File: src/rtl/gobang_pkg.sv
// gobang_pkg: shared board geometry, FSM/direction enums and cell indexing for the gobang referee.
package gobang_pkg;
   localparam int BOARD_N = 15;
   localparam int CELLS = BOARD_N * BOARD_N;
   localparam int WIN_LEN = 5;
   typedef enum logic [1:0] {IDLE, SCAN, DONE, OVER} state_e;
   typedef enum logic [1:0] {DIR_H, DIR_V, DIR_D, DIR_A} dir_e;
   localparam logic signed [4:0] DR_H = 5'sd0, DC_H = 5'sd1;
   localparam logic signed [4:0] DR_V = 5'sd1, DC_V = 5'sd0;
   localparam logic signed [4:0] DR_D = 5'sd1, DC_D = 5'sd1;
   localparam logic signed [4:0] DR_A = 5'sd1, DC_A = -5'sd1;
   function automatic logic signed [4:0] dir_dr(input dir_e d);
      return d == DIR_H ? DR_H : d == DIR_V ? DR_V : d == DIR_D ? DR_D : DR_A;
   endfunction
   function automatic logic signed [4:0] dir_dc(input dir_e d);
      return d == DIR_H ? DC_H : d == DIR_V ? DC_V : d == DIR_D ? DC_D : DC_A;
   endfunction
   function automatic logic [7:0] cell_idx(input logic [3:0] r, input logic [3:0] c);
      return 8'(r) * 8'(BOARD_N) + 8'(c);
   endfunction
endpackage

File: src/rtl/gobang_cell_probe.sv
// gobang_cell_probe: bounds test and stone lookup for a signed cursor on one bitmap.
module gobang_cell_probe
   import gobang_pkg::*;
(
   input  logic signed [4:0] row_i,
   input  logic signed [4:0] col_i,
   input  logic [CELLS-1:0]  map_i,
   output logic              in_bounds_o,
   output logic              stone_o
);
   assign in_bounds_o = row_i >= 5'sd0 && row_i <= 5'sd14 && col_i >= 5'sd0 && col_i <= 5'sd14;
   assign stone_o = in_bounds_o & map_i[cell_idx(row_i[3:0], col_i[3:0])];
endmodule

File: src/rtl/gobang_referee.sv
// gobang_referee: move handshake, legality check, stone bitmaps and a fixed-latency
// four-direction line scan that decides win, draw or turn change after every move.
module gobang_referee
   import gobang_pkg::*;
(
   input  logic             clk,
   input  logic             rst,
   input  logic             start,
   input  logic             mv_valid,
   input  logic [3:0]       mv_row,
   input  logic [3:0]       mv_col,
   output logic             mv_ready,
   output logic             mv_reject,
   output logic [CELLS-1:0] board_black,
   output logic [CELLS-1:0] board_white,
   output logic             turn,
   output logic             busy,
   output logic             game_over,
   output logic             winner,
   output logic             draw,
   output logic [7:0]       move_cnt
);
   state_e state_q, state_d;
   dir_e dir_q, dir_d;
   logic [CELLS-1:0] black_q, black_d, white_q, white_d;
   logic turn_q, turn_d, over_q, over_d, winner_q, winner_d, draw_q, draw_d, rej_q, rej_d;
   logic [7:0] cnt_q, cnt_d;
   logic [3:0] row_q, row_d, col_q, col_d, run_q, run_d, run_n;
   logic signed [4:0] cur_r_q, cur_r_d, cur_c_q, cur_c_d, nr, nc, home_r, home_c;
   logic neg_q, neg_d, brk_q, brk_d, win_q, win_d;
   logic [1:0] step_q, step_d;
   logic [CELLS-1:0] occ, mv_mask;
   logic [7:0] mv_idx;
   logic illegal, inb, stone, hit;
   assign occ = black_q | white_q;
   assign mv_idx = cell_idx(mv_row, mv_col);
   assign mv_mask = CELLS'(1) << mv_idx;
   assign illegal = (mv_row > 4'd14 || mv_col > 4'd14) ? 1'b1 : occ[mv_idx];
   assign home_r = $signed({1'b0, row_q});
   assign home_c = $signed({1'b0, col_q});
   assign nr = cur_r_q + (neg_q ? -dir_dr(dir_q) : dir_dr(dir_q));
   assign nc = cur_c_q + (neg_q ? -dir_dc(dir_q) : dir_dc(dir_q));
   gobang_cell_probe u_probe (
      .row_i(nr),
      .col_i(nc),
      .map_i(turn_q ? white_q : black_q),
      .in_bounds_o(inb),
      .stone_o(stone)
   );
   assign hit = inb & stone;
   assign run_n = run_q + {3'd0, ~brk_q & hit};
   always_comb begin
      state_d = state_q;
      dir_d = dir_q;
      black_d = black_q;
      white_d = white_q;
      turn_d = turn_q;
      over_d = over_q;
      winner_d = winner_q;
      draw_d = draw_q;
      rej_d = 1'b0;
      cnt_d = cnt_q;
      row_d = row_q;
      col_d = col_q;
      run_d = run_q;
      cur_r_d = cur_r_q;
      cur_c_d = cur_c_q;
      neg_d = neg_q;
      brk_d = brk_q;
      win_d = win_q;
      step_d = step_q;
      case (state_q)
         IDLE: if (mv_valid) begin
            if (illegal) rej_d = 1'b1;
            else begin
               black_d = turn_q ? black_q : black_q | mv_mask;
               white_d = turn_q ? white_q | mv_mask : white_q;
               cnt_d = cnt_q + 8'd1;
               row_d = mv_row;
               col_d = mv_col;
               cur_r_d = $signed({1'b0, mv_row});
               cur_c_d = $signed({1'b0, mv_col});
               dir_d = DIR_H;
               neg_d = 1'b1;
               step_d = 2'd0;
               run_d = 4'd0;
               brk_d = 1'b0;
               win_d = 1'b0;
               state_d = SCAN;
            end
         end
         SCAN: begin
            cur_r_d = nr;
            cur_c_d = nc;
            run_d = run_n;
            brk_d = brk_q | ~hit;
            step_d = step_q + 2'd1;
            // last step of a walk: rewind to the new stone; after the positive walk close the direction
            if (step_q == 2'(WIN_LEN - 2)) begin
               cur_r_d = home_r;
               cur_c_d = home_c;
               brk_d = 1'b0;
               neg_d = ~neg_q;
               if (!neg_q) begin
                  run_d = 4'd0;
                  win_d = win_q | (run_n >= 4'(WIN_LEN - 1));
                  dir_d = dir_e'(dir_q + 2'd1);
                  state_d = dir_q == DIR_A ? DONE : SCAN;
               end
            end
         end
         DONE: begin
            if (win_q) begin
               over_d = 1'b1;
               winner_d = turn_q;
               state_d = OVER;
            end else if (cnt_q == 8'(CELLS)) begin
               over_d = 1'b1;
               draw_d = 1'b1;
               state_d = OVER;
            end else begin
               turn_d = ~turn_q;
               state_d = IDLE;
            end
         end
         default: ;
      endcase
   end
   always_ff @(posedge clk) begin
      if (rst || start) begin
         state_q <= IDLE;
         dir_q <= DIR_H;
         black_q <= '0;
         white_q <= '0;
         turn_q <= 1'b0;
         over_q <= 1'b0;
         winner_q <= 1'b0;
         draw_q <= 1'b0;
         rej_q <= 1'b0;
         cnt_q <= 8'd0;
         row_q <= 4'd0;
         col_q <= 4'd0;
         run_q <= 4'd0;
         cur_r_q <= 5'sd0;
         cur_c_q <= 5'sd0;
         neg_q <= 1'b1;
         brk_q <= 1'b0;
         win_q <= 1'b0;
         step_q <= 2'd0;
      end else begin
         state_q <= state_d;
         dir_q <= dir_d;
         black_q <= black_d;
         white_q <= white_d;
         turn_q <= turn_d;
         over_q <= over_d;
         winner_q <= winner_d;
         draw_q <= draw_d;
         rej_q <= rej_d;
         cnt_q <= cnt_d;
         row_q <= row_d;
         col_q <= col_d;
         run_q <= run_d;
         cur_r_q <= cur_r_d;
         cur_c_q <= cur_c_d;
         neg_q <= neg_d;
         brk_q <= brk_d;
         win_q <= win_d;
         step_q <= step_d;
      end
   end
   assign mv_ready = state_q == IDLE;
   assign busy = state_q == SCAN;
   assign mv_reject = rej_q;
   assign board_black = black_q;
   assign board_white = white_q;
   assign turn = turn_q;
   assign game_over = over_q;
   assign winner = winner_q;
   assign draw = draw_q;
   assign move_cnt = cnt_q;
endmodule

File: config.mk
export PLATFORM = sky130hd
export DESIGN_NAME = gobang_referee
export DESIGN_NICKNAME = d
export VERILOG_FILES = /design/src/rtl/gobang_pkg.sv /design/src/rtl/gobang_cell_probe.sv /design/src/rtl/gobang_referee.sv
export SDC_FILE = /design/constraint.sdc
export NUM_CORES = 1
export LEC_CHECK = 0
export CAP_MARGIN = 20
export CORE_UTILIZATION = 50
export DETAILED_ROUTE_END_ITERATION = 8
export GPL_TIMING_DRIVEN = 1
export PLACE_DENSITY = 0.77
export SKIP_LAST_GASP = 1
export SYNTH_ARGS = -nofsm -noshare
export SYNTH_HDL_FRONTEND = slang
export SYNTH_SLANG_ARGS = --single-unit
export TNS_END_PERCENT = 30
File: constraint.sdc
create_clock -name clk -period 9.35 [get_ports clk]
set_clock_uncertainty 0.2 [all_clocks]
set_input_delay 1.4025 -clock clk [delete_from_list [all_inputs] [get_ports clk]]
set_output_delay 1.4025 -clock clk [all_outputs]
set_load 0.1 [all_outputs]
# [Yosys cells after proc, flatten, opt, wreduce, memory -nomap -nowiden]
# Cells that the tools add are included.
[totals] elab_cells=144 ff_bits=494 out_inout_bits=465 in_bits=12
[classes] n_shift=1 magnitude_cmp=9 eq_ne=11 n_mul=2 n_reduce_logical=22 n_mux=53 addsub=10 bitwise_logic=17
[ops] op="225-bit bitwise OR" count=3
[ops] op="225-bit two-way mux" count=1
[ops] op="1-bit by 8-bit << shifter with 225-bit output, first input constant" count=1
[ops] op="5-bit two-way mux" count=11
[ops] op="2-bit two-way mux" count=11
[ops] op="5-bit case mux with 2 select lines" count=2
[ops] op="8-bit by 9-bit less-than comparator with 1-bit output, second input constant" count=2
[ops] op="8-bit by 4-bit adder with 8-bit output" count=2
[ops] op="1-bit binary-select mux with 8-bit select" count=2
[ops] op="4-bit by 4-bit multiplier with 8-bit output, second input constant" count=2
[ops] op="4-bit two-way mux" count=4
[ops] op="1-bit two-way mux" count=15
[ops] op="3-bit AND reduction" count=4
[ops] op="4-bit AND reduction" count=3
[ops] op="5-bit adder" count=2
[ops] op="5-bit by 1-bit greater-or-equal comparator with 1-bit output, second input constant" count=2
[ops] op="5-bit less-or-equal comparator, second input constant" count=2
[ops] op="5-bit negation" count=2
[ops] op="5-bit AND reduction" count=2
[ops] op="1-bit inverter" count=9
[ops] op="8-bit by 1-bit adder with 8-bit output, second input constant" count=1
[ops] op="2-bit == test, second input constant" count=4
[ops] op="8-bit == test, second input constant" count=1
[ops] op="4-bit greater-than comparator, second input constant" count=2
[ops] op="19 further kinds" count=35

# [Longest topological paths before layout]
[depth] depth_word=19 mapped_depth=28 mapped_depth_nobuf=27

# [Modules after synthesis]
# A second synthesis with hierarchy kept.
[hier_totals] hier_cells=2901 hier_area_um2=25411.9
[by_module_without_submodules] module="gobang_referee" instances=1 area_per_inst_um2=22811.9 seq_area_each_um2=9889.5 cells_each=2666
[by_module_without_submodules] module="gobang_cell_probe" instances=1 area_per_inst_um2=2600.0 seq_area_each_um2=0.0 cells_each=235

# [Worst setup path before layout]
# OpenSTA, ideal clock, no wires.
[synth_timing] path_kind="reg2reg" start="reg dir_q[0]" end="reg run_q[3]" synth_period_minus_slack_ns=6.356 path_buffers=2 required_time_ns=9.075 stages_incl_launch_ff=26 arrival_ns=6.082 path_slack_ns=2.994 path_cell_list="dfxtp_1 -> inv_1 -> ha_1 -> nand2b_1 -> xnor2_1 -> ha_1 -> nor2_1 -> mux2i_1 -> xor2_1 -> fa_1 -> inv_1 -> fa_1 -> fa_1 -> ha_1 -> xor2_1 -> clkbuf_1 -> clkbuf_1 -> nand4_1 -> a21oi_1 -> o32ai_1 -> a211oi_1 -> a32o_1 -> ha_1 -> nand3_1 -> or4_1 -> o22ai_1"
[synth_between] elab_chain_len=17 elab_cells_between_ends=31 classes_between="add/sub: 6; mul: 1; order compare: 4; eq/ne: 2; mux: 11; bitwise: 3; reduce/logical: 4"
[synth_lines] element="from (decl)" line="gobang_referee.sv:24" source="dir_e dir_q, dir_d;"
[synth_lines] element="from (signal assigned)" line="gobang_referee.sv:152" source="dir_q <= dir_d;"
[synth_lines] element="parallel branches: the longest is 11 deep, another holds 4-bit by 4-bit multiplier with 8-bit output"
[synth_lines] element="1-bit AND (*)" line="gobang_referee.sv:50" source="assign hit = inb & stone;"
[synth_lines] element="1-bit AND (*)" line="gobang_referee.sv:51" source="assign run_n = run_q + {3'd0, ~brk_q & hit};"
[synth_lines] element="4-bit by 1-bit adder with 4-bit output (*)" line="gobang_referee.sv:51"
[synth_lines] element="4-bit two-way mux" line="gobang_referee.sv:104" source="if (!neg_q) begin"
[synth_lines] element="4-bit two-way mux (*)" line="gobang_referee.sv:99" source="if (step_q == 2'(WIN_LEN - 2)) begin"
[synth_lines] element="4-bit case mux with 2 select lines (*)" line="gobang_referee.sv:72" source="case (state_q)"
[synth_lines] element="to (signal assigned)" line="gobang_referee.sv:163" source="run_q <= run_d;"
[synth_lines] element="to (decl)" line="gobang_referee.sv:28" source="logic [3:0] row_q, row_d, col_q, col_d, run_q, run_d, run_n;"
# Every way passes the cells marked *. The select of a mux whose other input is x is not followed.
# A chain may end at the register's enable or synchronous reset.

# [Worst setup path after layout]
[layout_timing] start="reg dir_q[0]" end="reg win_q"
[layout_between] elab_chain_len=19 elab_cells_between_ends=33 classes_between="add/sub: 6; mul: 1; order compare: 5; eq/ne: 2; mux: 11; bitwise: 4; reduce/logical: 4"
[layout_lines] element="parallel branches: the longest is 11 deep, another holds 4-bit by 4-bit multiplier with 8-bit output"
[layout_lines] element="1-bit AND (*)" line="gobang_referee.sv:50"
[layout_lines] element="1-bit AND (*)" line="gobang_referee.sv:51"
[layout_lines] element="4-bit by 1-bit adder with 4-bit output (*)" line="gobang_referee.sv:51"
[layout_lines] element="4-bit by 3-bit greater-or-equal comparator with 1-bit output (*)" line="gobang_referee.sv:106" source="win_d = win_q | (run_n >= 4'(WIN_LEN - 1));"
[layout_lines] element="1-bit bitwise OR (*)" line="gobang_referee.sv:106"
[layout_lines] element="1-bit two-way mux (*)" line="gobang_referee.sv:104"
[layout_lines] element="1-bit two-way mux (*)" line="gobang_referee.sv:99"
[layout_lines] element="1-bit case mux with 2 select lines (*)" line="gobang_referee.sv:72"
[layout_lines] element="to (signal assigned)" line="gobang_referee.sv:168" source="win_q <= win_d;"
[layout_lines] element="to (decl)" line="gobang_referee.sv:30" source="logic neg_q, neg_d, brk_q, brk_d, win_q, win_d;"
# Marks and branches as above.

==> results <==
- The flow ran to the end, but the final reports show violations.
- The final reports fail on slew limit.
- The number of clock buffers inserted by TritonCTS is 51.
- The library cells used most frequently in the layout, excluding fill and tap cells, are sky130_fd_sc_hd__nor2_1, sky130_fd_sc_hd__dfxtp_1, sky130_fd_sc_hd__clkdlybuf4s50_1.
- The finished layout holds about 4000 standard cells, fillers aside.
- After detailed routing, the average wire length per cell comes to about 28 um.
- The worst setup path is of the flop to flop kind.
- In this run the critical register-to-register path is captured at win_q.
- The final total negative setup slack is 0 ps.
- After floorplanning, the core was sized to cover approximately 0.05 mm2.
- The cell area after synthesis is 0.0248 mm2.
- The maximum level of the CTS H-tree is 2.
- The first detailed-routing pass took 7 iterations.
- The portion of synthesized cell area occupied by the leading cell type is about 40%.
- Headroom to the max-slew limit came out at -11.7%.
- Sequential elements use 39.9% of the synthesized area.
- Summed over all instances, the cell type with the most area after synthesis is sky130_fd_sc_hd__dfxtp_1.
- Of the available clock period, the critical path in the final layout requires 86.7%.
- Across all layers, the routed design uses around 27000 vias.
- The routed design could run at a clock period as short as around 8100 ps.
- The worst hold path terminates at game_over.
- The critical path data required time is roughly 9700 ps.
- TritonCTS built the clock tree.
- CTS placed an instance of sky130_fd_sc_hd__clkbuf_16 at the clock tree root.
- For the worst flop-to-flop path, the logic depth is 23.
- For this run, design rule violations remaining after detail routing come to 0.
- The core occupancy in the finished layout is 65.2%.
- The leading cell type in the layout, fill and taps excluded is sky130_fd_sc_hd__nor2_1.
- The count of pins over their slew limit was around 150.
- The endpoint kind of the worst setup timing path is a flop.
- The remaining global-route overflow is 0.
- Post-CTS repair changed the size of 0 cells.
- The via count of the first global-routing pass is 25000.
- The initial antenna violation count is 5.
- The standby leakage power is about 11 nW.
- Total power for the finished layout comes to around 11 mW.
- The number of nets with antenna violations after detailed routing is 0.
- After clock tree synthesis, the clock-pin slew on the worst setup and hold paths is about 60 ps.
- The post-CTS setup buffer count is 0.
- At the placement stage, the worst setup path has a slack of about 930 ps.
- Across the run, the number of max-cap violations was 0.
- By area the synthesized netlist is led by sky130_fd_sc_hd__dfxtp_1, sky130_fd_sc_hd__nor2_1, sky130_fd_sc_hd__mux4_2.
- The peak ir drop on the vdd network is roughly 0.72 mV.
- The buffer depth of the longest clock path is 3.
- Yosys mapped a number of flops with a built-in enable equal to 0.
- The most used flip-flop cell after synthesis is sky130_fd_sc_hd__dfxtp_1.
- The number of hold buffers added after CTS was 0.
- The global-route total usage across every layer is 42.8%.
- The final weighted congestion in routability-driven placement is between 0.9 and 1.
- The fraction of final layout cells with drive strength greater than 1 is approximately 9.2%.
- Synthesis produced a netlist whose cell count is between 2000 and 3000.
- The worst hold path class is flop to flop.
- The critical hold path startpoint is game_over.
- The worst register-to-register path begins at dir_q[0].
- After synthesis, the share of flip-flops with an asynchronous set or reset is 0%.
- The pin count of the biggest net entering global routing is about 240.
- The floorplan step set the die height to about 220 um.
- The worst endpoint data arrival time is about 8400 ps.
- For this configuration, the core starts out at a cell density of between 50% and 60%.
- Of all nets on the critical path, the largest fanout is 23.
- The number of nets in the synthesized netlist is approximately 3000.
- The post-synthesis area per instance is 8.57 um2.
- The synthesized netlist contains 84 unique library cells.
- The setup-violating endpoint count in the final report is 0.
- Summed over all nets, the half-perimeter wirelength after detailed placement is 76.6 mm.
- The count of final hold-check violations was 0.
- The floorplan step defined a die boundary enclosing between 0.05 and 0.06 mm2.
- The aggregate routed wire length is 112 mm.
- Counting instances, the worst hold path has a depth of 2.
- The chip width is about 220 um.
- For the pin with the worst max-slew slack, the measured transition is 1680 ps.
- Once placement completed, the tool counted placed cells totaling 3866.
- STA classifies the critical path startpoint as a flop.
- The count of buffers added on input and output ports is 476.
- Setup repair after global routing left no endpoint under its margin.
- The instance area after placement is 0.0300 mm2.
- For this run, the post-layout net count is between 3000 and 4000.
- For this design the ratio of total power to cell area is 353 mW/mm2.
- For the worst-skew pair, the clock arrives at the later sink with an insertion delay of roughly 630 ps.
- The worst hold slack after final layout is between 200 and 300 ps.
- The initial DRC count is around 4400.
- The total I/O pin count is around 480.
- The global-route wire length before repair is 162 mm.
- From synthesis to final layout, the design area changed by 28.8%.
- The post-layout instance area is between 0.03 and 0.04 mm2.
- The via-per-instance ratio is about 6.7.
- The maximum operating frequency is between 0.1 and 0.15 GHz.
- Across all setup checks in the final design, the least slack found is between 1000 and 1500 ps.
- Clock tree synthesis found a total of about 500 sinks.
- Across all register-to-register paths, the minimum setup slack is roughly 1200 ps.
- Row generation in the floorplan step produced slightly above 80 rows.
- The flop and latch count out of synthesis is slightly below 500.
- The total of warnings raised by yosys is 0.
## kinds of logic after synthesis
| group | count (synthesis) | share of synthesized area [%] |
|---|---|---|
| AOI/OAI and AO/OA | 796 | 19.4 |
| buffers and inverters | 280 | 4.74 |
| adders and majority gates | 72 | 4.06 |
| DFF | 494 | 39.9 |
| muxes | 190 | 13.2 |
| and+or+nand+nor | 1038 | 17.8 |
| xor gates and xnor gates | 21 | 0.859 |
## worst max-delay path, stage by stage, from the launching register on
cell and delay, ps:
sky130_fd_sc_hd__dfxtp_1 380, sky130_fd_sc_hd__inv_1 80, sky130_fd_sc_hd__ha_1 230, sky130_fd_sc_hd__nand2b_1 230
sky130_fd_sc_hd__xnor2_1 200, sky130_fd_sc_hd__ha_1 250, sky130_fd_sc_hd__nor2_1 70, sky130_fd_sc_hd__mux2i_1 200
sky130_fd_sc_hd__xor2_1 560, sky130_fd_sc_hd__fa_1 550, sky130_fd_sc_hd__fa_1 530, sky130_fd_sc_hd__fa_2 1040
sky130_fd_sc_hd__inv_1 440, sky130_fd_sc_hd__mux4_2 660, sky130_fd_sc_hd__a2111oi_2 400, sky130_fd_sc_hd__nor4_1 70
sky130_fd_sc_hd__or4_1 580, sky130_fd_sc_hd__a32o_1 350, sky130_fd_sc_hd__ha_1 260, sky130_fd_sc_hd__ha_1 230
sky130_fd_sc_hd__xnor2_1 150, sky130_fd_sc_hd__nand3_1 90, sky130_fd_sc_hd__o311a_1 130, sky130_fd_sc_hd__o21a_1 100
## registers in the layout, summed over array words and instances, names as in the netlist
| signal | count |
|---|---|
| col_q | 4 |
| winner | 1 |
| board_white | 225 |
| draw | 1 |
| neg_q | 1 |
| game_over | 1 |
| row_q | 4 |
| dir_q | 2 |
| step_q | 2 |
| turn | 1 |
| run_q | 4 |
| state_q | 2 |
| brk_q | 1 |
| move_cnt | 8 |
| cur_c_q | 5 |
| mv_reject | 1 |
| cur_r_q | 5 |
| win_q | 1 |
| board_black | 225 |
## worst max path at each step
stage | slack, ps | to | cells after the start | start
6_report | 1240 | win_q | 23 | dir_q[0]
5_1_grt | 1050 | win_q | 23 | dir_q[0]
4_1_cts | 1500 | win_q | 23 | dir_q[0]
3_5_place_dp | 930 | cur_c_q[4] | 16 | mv_row[2]
3_3_place_gp | 1220 | cur_c_q[4] | 16 | mv_row[2]
2_1_floorplan | 2990 | run_q[3] | 25 | dir_q[0]
## where the power goes
part | total (mW) | internal [mW] | switching (mW) | leakage, nW
Combinational | 6.92 | 1.92 | 5.00 | 5.93
Clock | 2.20 | 1.28 | 0.919 | 0.872
Sequential | 2.14 | 2.12 | 0.0208 | 3.98
Total | 11.3 | 5.33 | 5.94 | 10.8
## routing by layer
layer | GRT usage [%] | up-vias | share of wire, %
met3 | 14.0 | 537 | 15
met1 | 54.4 | 12600 | 35
met4 | 24.8 | 6 | 7.0
met2 | 63.7 | 2390 | 43
met5 | 0 | - | 0.071
li1 | - | 11200 | -
## cell type report
class                      count  area, um2
multi-input combinational   2117      13800
sequential                   494       9890
timing repair buffer         536       5320
antenna                        1       2.50
inverter                      60        225
tap                          664        831
clock inverter                26        338
fill                        3965      17000
clock buffer                  69       1450
## Yosys cell counts (7+ instances only)
library cell / count
sky130_fd_sc_hd__buf_1: 10
sky130_fd_sc_hd__o311ai_0: 10
sky130_fd_sc_hd__o22ai_1: 13
sky130_fd_sc_hd__o21ai_1: 30
sky130_fd_sc_hd__a211oi_1: 29
sky130_fd_sc_hd__nand4_1: 11
sky130_fd_sc_hd__o221ai_1: 9
sky130_fd_sc_hd__mux4_2: 106
sky130_fd_sc_hd__nor4_1: 22
sky130_fd_sc_hd__nor2_1: 663
sky130_fd_sc_hd__clkbuf_1: 137
sky130_fd_sc_hd__a31oi_1: 92
sky130_fd_sc_hd__a211o_1: 12
sky130_fd_sc_hd__buf_2: 63
sky130_fd_sc_hd__a21oi_1: 405
sky130_fd_sc_hd__nand2b_1: 9
sky130_fd_sc_hd__a22oi_1: 7
sky130_fd_sc_hd__nor3_1: 73
sky130_fd_sc_hd__dfxtp_1: 494
sky130_fd_sc_hd__a2111oi_0: 9
sky130_fd_sc_hd__or3_1: 9
sky130_fd_sc_hd__buf_4: 8
sky130_fd_sc_hd__fa_1: 14
sky130_fd_sc_hd__nor3b_1: 11
sky130_fd_sc_hd__xor2_1: 7
sky130_fd_sc_hd__nand2_1: 142
sky130_fd_sc_hd__o211ai_1: 19
sky130_fd_sc_hd__o21ai_0: 65
sky130_fd_sc_hd__mux2i_1: 76
sky130_fd_sc_hd__a32o_1: 17
sky130_fd_sc_hd__ha_1: 58
sky130_fd_sc_hd__inv_1: 59
sky130_fd_sc_hd__nand3_1: 46
sky130_fd_sc_hd__a221oi_1: 8
sky130_fd_sc_hd__xnor2_1: 12
Note: power is estimated with default switching activity, not from simulation.
